File: config.mk
export PLATFORM = sky130hd
export DESIGN_NAME = lc3_ctrl_fsm
export DESIGN_NICKNAME = d
export VERILOG_FILES = /design/src/rtl/lc3_pkg.sv /design/src/rtl/lc3_decode.sv /design/src/rtl/lc3_ctrl_fsm.sv
export SDC_FILE = /design/constraint.sdc
export NUM_CORES = 1
export LEC_CHECK = 0
export BUFFER_PORTS_ARGS = -buffer_cell sky130_fd_sc_hd__buf_2
export CORE_MARGIN = 10
export CORE_UTILIZATION = 55
export CTS_CLUSTER_SIZE = 24
export DETAILED_ROUTE_END_ITERATION = 7
export HOLD_SLACK_MARGIN = 0.08
export PLACE_DENSITY = 0.86
export SLEW_MARGIN = 20
export SYNTH_ARGS = -nofsm -noshare
export SYNTH_HDL_FRONTEND = slang
export SYNTH_HIERARCHICAL = 1
export SYNTH_SLANG_ARGS = --single-unit
File: constraint.sdc
create_clock -name clk -period 6.75 [get_ports clk]
set_clock_uncertainty 0.2 [all_clocks]
set_input_delay 2.025 -clock clk [delete_from_list [all_inputs] [get_ports clk]]
set_output_delay 2.025 -clock clk [all_outputs]
set_load 0.02 [all_outputs]
File: src/rtl/lc3_pkg.sv
// Shared opcode, state and ALU encodings for the LC-3 control sequencer.
// Also holds the sign-extension and condition-code helpers.
package lc3_pkg;

  localparam logic [3:0] OP_BR   = 4'b0000;
  localparam logic [3:0] OP_ADD  = 4'b0001;
  localparam logic [3:0] OP_AND  = 4'b0101;
  localparam logic [3:0] OP_NOT  = 4'b1001;
  localparam logic [3:0] OP_HALT = 4'b1111;

  localparam logic [1:0] ALU_ADD  = 2'b00;
  localparam logic [1:0] ALU_AND  = 2'b01;
  localparam logic [1:0] ALU_NOT  = 2'b10;
  localparam logic [1:0] ALU_PASS = 2'b11;

  typedef enum logic [1:0] {
    S_FETCH,
    S_DECODE,
    S_EXECUTE,
    S_HALT
  } state_t;

  typedef struct packed {
    logic [3:0]  opcode;
    logic [2:0]  dr;
    logic [2:0]  sr1;
    logic [2:0]  sr2;
    logic        imm_sel;
    logic [15:0] imm16;
    logic [15:0] off16;
    logic [2:0]  nzp;
  } dec_t;

  function automatic logic [15:0] sext_imm5(input logic [4:0] v);
    return {{11{v[4]}}, v};
  endfunction

  function automatic logic [15:0] sext_off9(input logic [8:0] v);
    return {{7{v[8]}}, v};
  endfunction

  function automatic logic [2:0] nzp_of(input logic [15:0] v);
    return {v[15], v == 16'h0000, !v[15] && (v != 16'h0000)};
  endfunction

endpackage

File: src/rtl/lc3_decode.sv
// Pure field extraction from the instruction register.
// No state; the sequencer decides when the fields matter.
module lc3_decode
  import lc3_pkg::*;
(
  input  logic [15:0] ir,
  output dec_t        dec
);

  // Split the instruction word into named fields
  always_comb begin
    dec.opcode  = ir[15:12];
    dec.dr      = ir[11:9];
    dec.sr1     = ir[8:6];
    dec.sr2     = ir[2:0];
    dec.imm_sel = ir[5];
    dec.imm16   = sext_imm5(ir[4:0]);
    dec.off16   = sext_off9(ir[8:0]);
    dec.nzp     = ir[11:9];
  end

endmodule

File: src/rtl/lc3_ctrl_fsm.sv
// Multi-cycle FETCH/DECODE/EXECUTE sequencer for the LC-3 core.
// Handles ADD, AND, NOT, BR and HALT; anything else pulses illegal_op.
module lc3_ctrl_fsm
  import lc3_pkg::*;
#(
  parameter int              ADDR_W   = 16,
  parameter logic [ADDR_W-1:0] PC_RESET = '0
) (
  input  logic              clk,
  input  logic              rst,
  input  logic              run,
  output logic              mem_req,
  output logic [ADDR_W-1:0] mem_addr,
  input  logic              mem_ready,
  input  logic [15:0]       mem_rdata,
  output logic [2:0]        rf_raddr1,
  output logic [2:0]        rf_raddr2,
  output logic              rf_we,
  output logic [2:0]        rf_waddr,
  output logic [1:0]        alu_op,
  output logic              alu_b_imm,
  output logic [15:0]       imm_out,
  input  logic [15:0]       alu_result,
  output logic [ADDR_W-1:0] pc,
  output logic [2:0]        cc,
  output logic              halted,
  output logic              illegal_op
);

  localparam logic [ADDR_W-1:0] PC_ONE =
    {{(ADDR_W-1){1'b0}}, 1'b1};

  state_t      state;
  logic [15:0] ir;
  logic        hold;
  dec_t        dec;
  logic        is_alu;
  logic        is_not;
  logic        is_br;
  logic        is_halt;

  lc3_decode u_dec (
    .ir  (ir),
    .dec (dec)
  );

  // Opcode classes used by both DECODE and EXECUTE
  always_comb begin
    is_alu  = (dec.opcode == OP_ADD) ||
              (dec.opcode == OP_AND);
    is_not  = (dec.opcode == OP_NOT);
    is_br   = (dec.opcode == OP_BR);
    is_halt = (dec.opcode == OP_HALT);
  end

  // A started fetch stays requested until memory accepts it
  assign mem_req   = (state == S_FETCH) && (run || hold);
  assign mem_addr  = pc;
  assign rf_raddr1 = dec.sr1;
  assign rf_raddr2 = dec.sr2;
  assign imm_out   = dec.imm16;

  // Sequencer state, architectural registers and registered strobes
  always_ff @(posedge clk) begin
    if (rst) begin
      state      <= S_FETCH;
      pc         <= PC_RESET;
      ir         <= 16'h0000;
      cc         <= 3'b010;
      halted     <= 1'b0;
      hold       <= 1'b0;
      rf_we      <= 1'b0;
      rf_waddr   <= 3'd0;
      alu_op     <= ALU_ADD;
      alu_b_imm  <= 1'b0;
      illegal_op <= 1'b0;
    end else begin
      rf_we      <= 1'b0;
      illegal_op <= 1'b0;
      alu_op     <= ALU_ADD;
      alu_b_imm  <= 1'b0;
      unique case (state)
        S_FETCH: begin
          if (mem_req && mem_ready) begin
            ir    <= mem_rdata;
            pc    <= pc + PC_ONE;
            hold  <= 1'b0;
            state <= S_DECODE;
          end else begin
            hold <= mem_req;
          end
        end
        S_DECODE: begin
          state <= S_EXECUTE;
          unique case (1'b1)
            is_alu: begin
              rf_we     <= 1'b1;
              rf_waddr  <= dec.dr;
              alu_op    <= (dec.opcode == OP_AND) ?
                           ALU_AND : ALU_ADD;
              alu_b_imm <= dec.imm_sel;
            end
            is_not: begin
              rf_we    <= 1'b1;
              rf_waddr <= dec.dr;
              alu_op   <= ALU_NOT;
            end
            is_br, is_halt: ;
            default: illegal_op <= 1'b1;
          endcase
        end
        S_EXECUTE: begin
          state <= S_FETCH;
          unique case (1'b1)
            is_alu, is_not: cc <= nzp_of(alu_result);
            is_br: begin
              if ((dec.nzp & cc) != 3'b000)
                pc <= pc + dec.off16[ADDR_W-1:0];
            end
            is_halt: begin
              state  <= S_HALT;
              halted <= 1'b1;
            end
            default: ;
          endcase
        end
        S_HALT: state <= S_HALT;
      endcase
    end
  end

endmodule

==> results list <==
* Outcome: finished clean
- After global routing the overflow that remains totals 0.
- Core Rows: 27
* Net Count, Synth: about 430
- Of the total synthesized cell area, the portion taken by XOR and XNOR cells is 0.0257.
- Simple-gate portion of the synthesized area: 0.218
* Post-synth design cell area: 3060 um^2
* Sequential cell area: ~940 um^2
* Vias in the first global route: around 2600
- The initial antenna violation count came to 0.
- The count of buffers added on input and output ports is around 100.
- The core region is around 5500 um^2.
- Number of top-level pins: approximately 100
* Clock transition at the registers of the reported paths: 0.08 ns
- Gates resized during post-CTS repair numbered 0.
- Worst endpoint required time: 4.53 ns
- The critical path in this run is classified as primary input to primary output.
* Syn-to-layout area delta: 4.86%
- For this run, the top clock speed supported by timing is between 200 and 250 MHz.
- DRT met1 WL: about 3000 um
* Diodes inserted: 0
- Final count of negative-setup-slack endpoints: 0
- In the final layout, the share of cells above drive strength 1 is 0.283.
* Slew at the pin closest to its max-slew limit: 0.942 ns
- Clock tree buffer depth: 2
- In the synthesized netlist, the number of instances is about 380.
- Critical Path End Type: primary output
- Vias post-DR: around 2600
- Total length of routed met3 wires: ~520 um
* Largest net degree at the start of global routing: 54
* Number of levels in the clock H-tree: 2
- Data on the critical path arrives at its endpoint at ~2.5 ns.
- Commonest non-fill, non-tap cell in the layout: sky130_fd_sc_hd__buf_2
- In the synthesized netlist the dominant register cell turns out to be sky130_fd_sc_hd__dfxtp_1.
- In this run, distinct cell masters in the synthesized netlist total 46.
- Post-Synth Adder-Cell Area: 0.0678
- Most frequent cells in the layout: 102 x sky130_fd_sc_hd__buf_2, 47 x sky130_fd_sc_hd__dfxtp_1, 44 x sky130_fd_sc_hd__nand2_1
* Drt via density: 5.33
* Wire length of the first global-routing pass: 11900 um
- Setup total negative slack on the finished layout was measured at 0 ns.
* Detailed-route wire length per cell: around 15 um
- Leakage: about 1.6 nW
* Initial core utilization: 0.560
- Multiplexer area fraction after synthesis: 0.0392
* Placer Congestion: 0.895
- In this run, CTS created clock tree buffers numbering 5.
- Across every metal layer, demand over resource in global routing totals 0.159.
* Ordered cell list for the critical path: buf_2 -> nor2_1 -> nor3_1 -> buf_2
- Top Layer Used: met4
- After legalization and detailed placement, the total HPWL measured around 5500 um.
- The tool flagged a number of max-cap violations equal to 0.
- Combinational family with the most area after synthesis: simple AND/OR/NAND/NOR gates
* Multi-input gate area: approximately 1600 um^2
- The final count of pins violating max slew is 0.
* Yosys warning total: 6
* Final nets: about 470
- The slowest stage of the critical path belongs to the cell sky130_fd_sc_hd__buf_2.
- The tree is rooted in a sky130_fd_sc_hd__clkbuf_8.
- The worst setup path is launched from a primary input.
* Synthesized flop and latch total: 47
- Compound-Gate Fraction of Synth Area: 0.158
* Worst slew margin: 0.372
- IR analysis of the VDD net gives a maximum drop of ~0.1 mV.
- Before antenna repair, the detailed router went through 4 iterations.
* Hold Violations, Final: 0
* Clock Sinks: 47
- Quantity of hold-fixing buffers added after cts: 0
- Met2 routed wirelength: ~3500 um
- Number of enable flip-flop cells after synthesis: 0
- For the finished layout, the period the worst path requires is approximately 4.7 ns.
- In the routed design, unresolved DRC markers number 0.
- Along the worst path, the maximum fanout reaches 3.
- Setup bufs post-CTS: 0
- Counting flops with an async set or reset pin after synthesis yields a share of 0.
- Number of DRC markers after the initial detailed-route iteration: about 120
* Largest stage delay, worst path: between 0.15 and 0.2 ns
* Width of the chip: between 90 and 100 um
* Wire length after detailed routing: roughly 7100 um
- CTS tree: yes
- The die covers about 9000 um^2.
- Antenna Violating Nets Remaining: 0
* Clock insertion delay at the later pin of the skew report: about 0.30 ns
- The share of the Yosys chip area taken by registers is 0.307.
- Fillcell total: between 500 and 600
- Type of the worst min-delay path: register to register
- Excluding fillers, the count of instances in the completed layout stands at a little under 500.
- RSZ-0062 raised after global routing: false
- Placed Instances: 478
- Dividing the synthesized area by the synthesized cell count gives approximately 8 um^2.
- The die is around 95 um tall.
* Final clock period utilization by the worst path: 0.704
- Core utilization of the finished layout: 0.587
- Dominant cell type by count on the critical path: sky130_fd_sc_hd__buf_2
- In this run the power density over the cells is 170 nW/um^2.
-- path summary, 6_finish.rpt --
| kind | start | to | slack (ns) | cells after the start |
|---|---|---|---|---|
| worst max-delay path | run | mem_req | 2.00 | 4 |
| worst min-delay path | halted | halted | 0.27 | 2 |
| worst max register to register | state[1] | mem_addr[12] | 3.16 | 10 |
| worst min register to register | halted | halted | 0.27 | 2 |
-- cell families after synthesis --
group,Yosys count
AO/OA/AOI/OAI,79
XOR/XNOR,9
buffers and inverters,84
AND/OR/NAND/NOR,135
multiplexers,12
flip-flops,47
adder cells (fa/ha/maj),16
-- worst max-delay path, delay by kind of cell --
| kind | cells | cell delay (ns) |
|---|---|---|
| AND/OR/NAND/NOR | 2 | 0.21 |
| buffers and inverters | 2 | 0.28 |
-- cell type report --
class / count / share of cell area
multi-input cells: 251 / 0.486
flip-flops and latches: 47 / 0.293
repair buffers: 103 / 0.161
well taps: 72 / 0.0280
clock buffers: 6 / 0.0226
inverters: 5 / 0.00584
clock inverters: 2 / 0.00389
-- power breakdown --
part	internal [mW]	switching (mW)
registers	0.286	0.0109
clock network	0.0725	0.0945
logic	0.0306	0.0519
total	0.389	0.157
-- stage by stage --
stage / hold slack [ns] / area [um^2] / setup slack [ns] / power [mW]
after floorplan: 0.237 / 3060 / 2.01 / 0.378
after global placement: 0.246 / 3130 / 2.04 / 0.384
after detailed placement: 0.249 / 3130 / 2.00 / 0.387
after CTS: 0.270 / 3210 / 2.00 / 0.553
after global routing: 0.297 / 3210 / 1.95 / 0.572
final: 0.266 / 3210 / 2.00 / 0.546
-- flip-flops by register name, summed over array words and instances (netlist names) --
name        flops
rf_waddr        3
ir             16
cc              3
rf_we           1
halted          1
mem_addr       16
alu_b_imm       1
state           2
illegal_op      1
hold            1
alu_op          2
-- metal layers --
layer,vias up,GRT usage
li1,1312,-
met2,77,0.277
met5,-,0
met4,0,0.0549
met1,1188,0.181
met3,11,0.0452
-- cells in the mapped netlist, drive strengths merged, types with 7 or more instances --
cell type | instances | share of area
dfxtp | 47 | 0.31
nand2 | 44 | 0.054
ha | 15 | 0.061
a21oi | 40 | 0.067
o21ai | 13 | 0.022
mux2i | 12 | 0.039
clkbuf | 7 | 0.0086
nor3 | 10 | 0.016
buf | 72 | 0.17
and2 | 16 | 0.033
nor2 | 34 | 0.042
xnor2 | 7 | 0.020
Power figures use the tool's default switching activity.
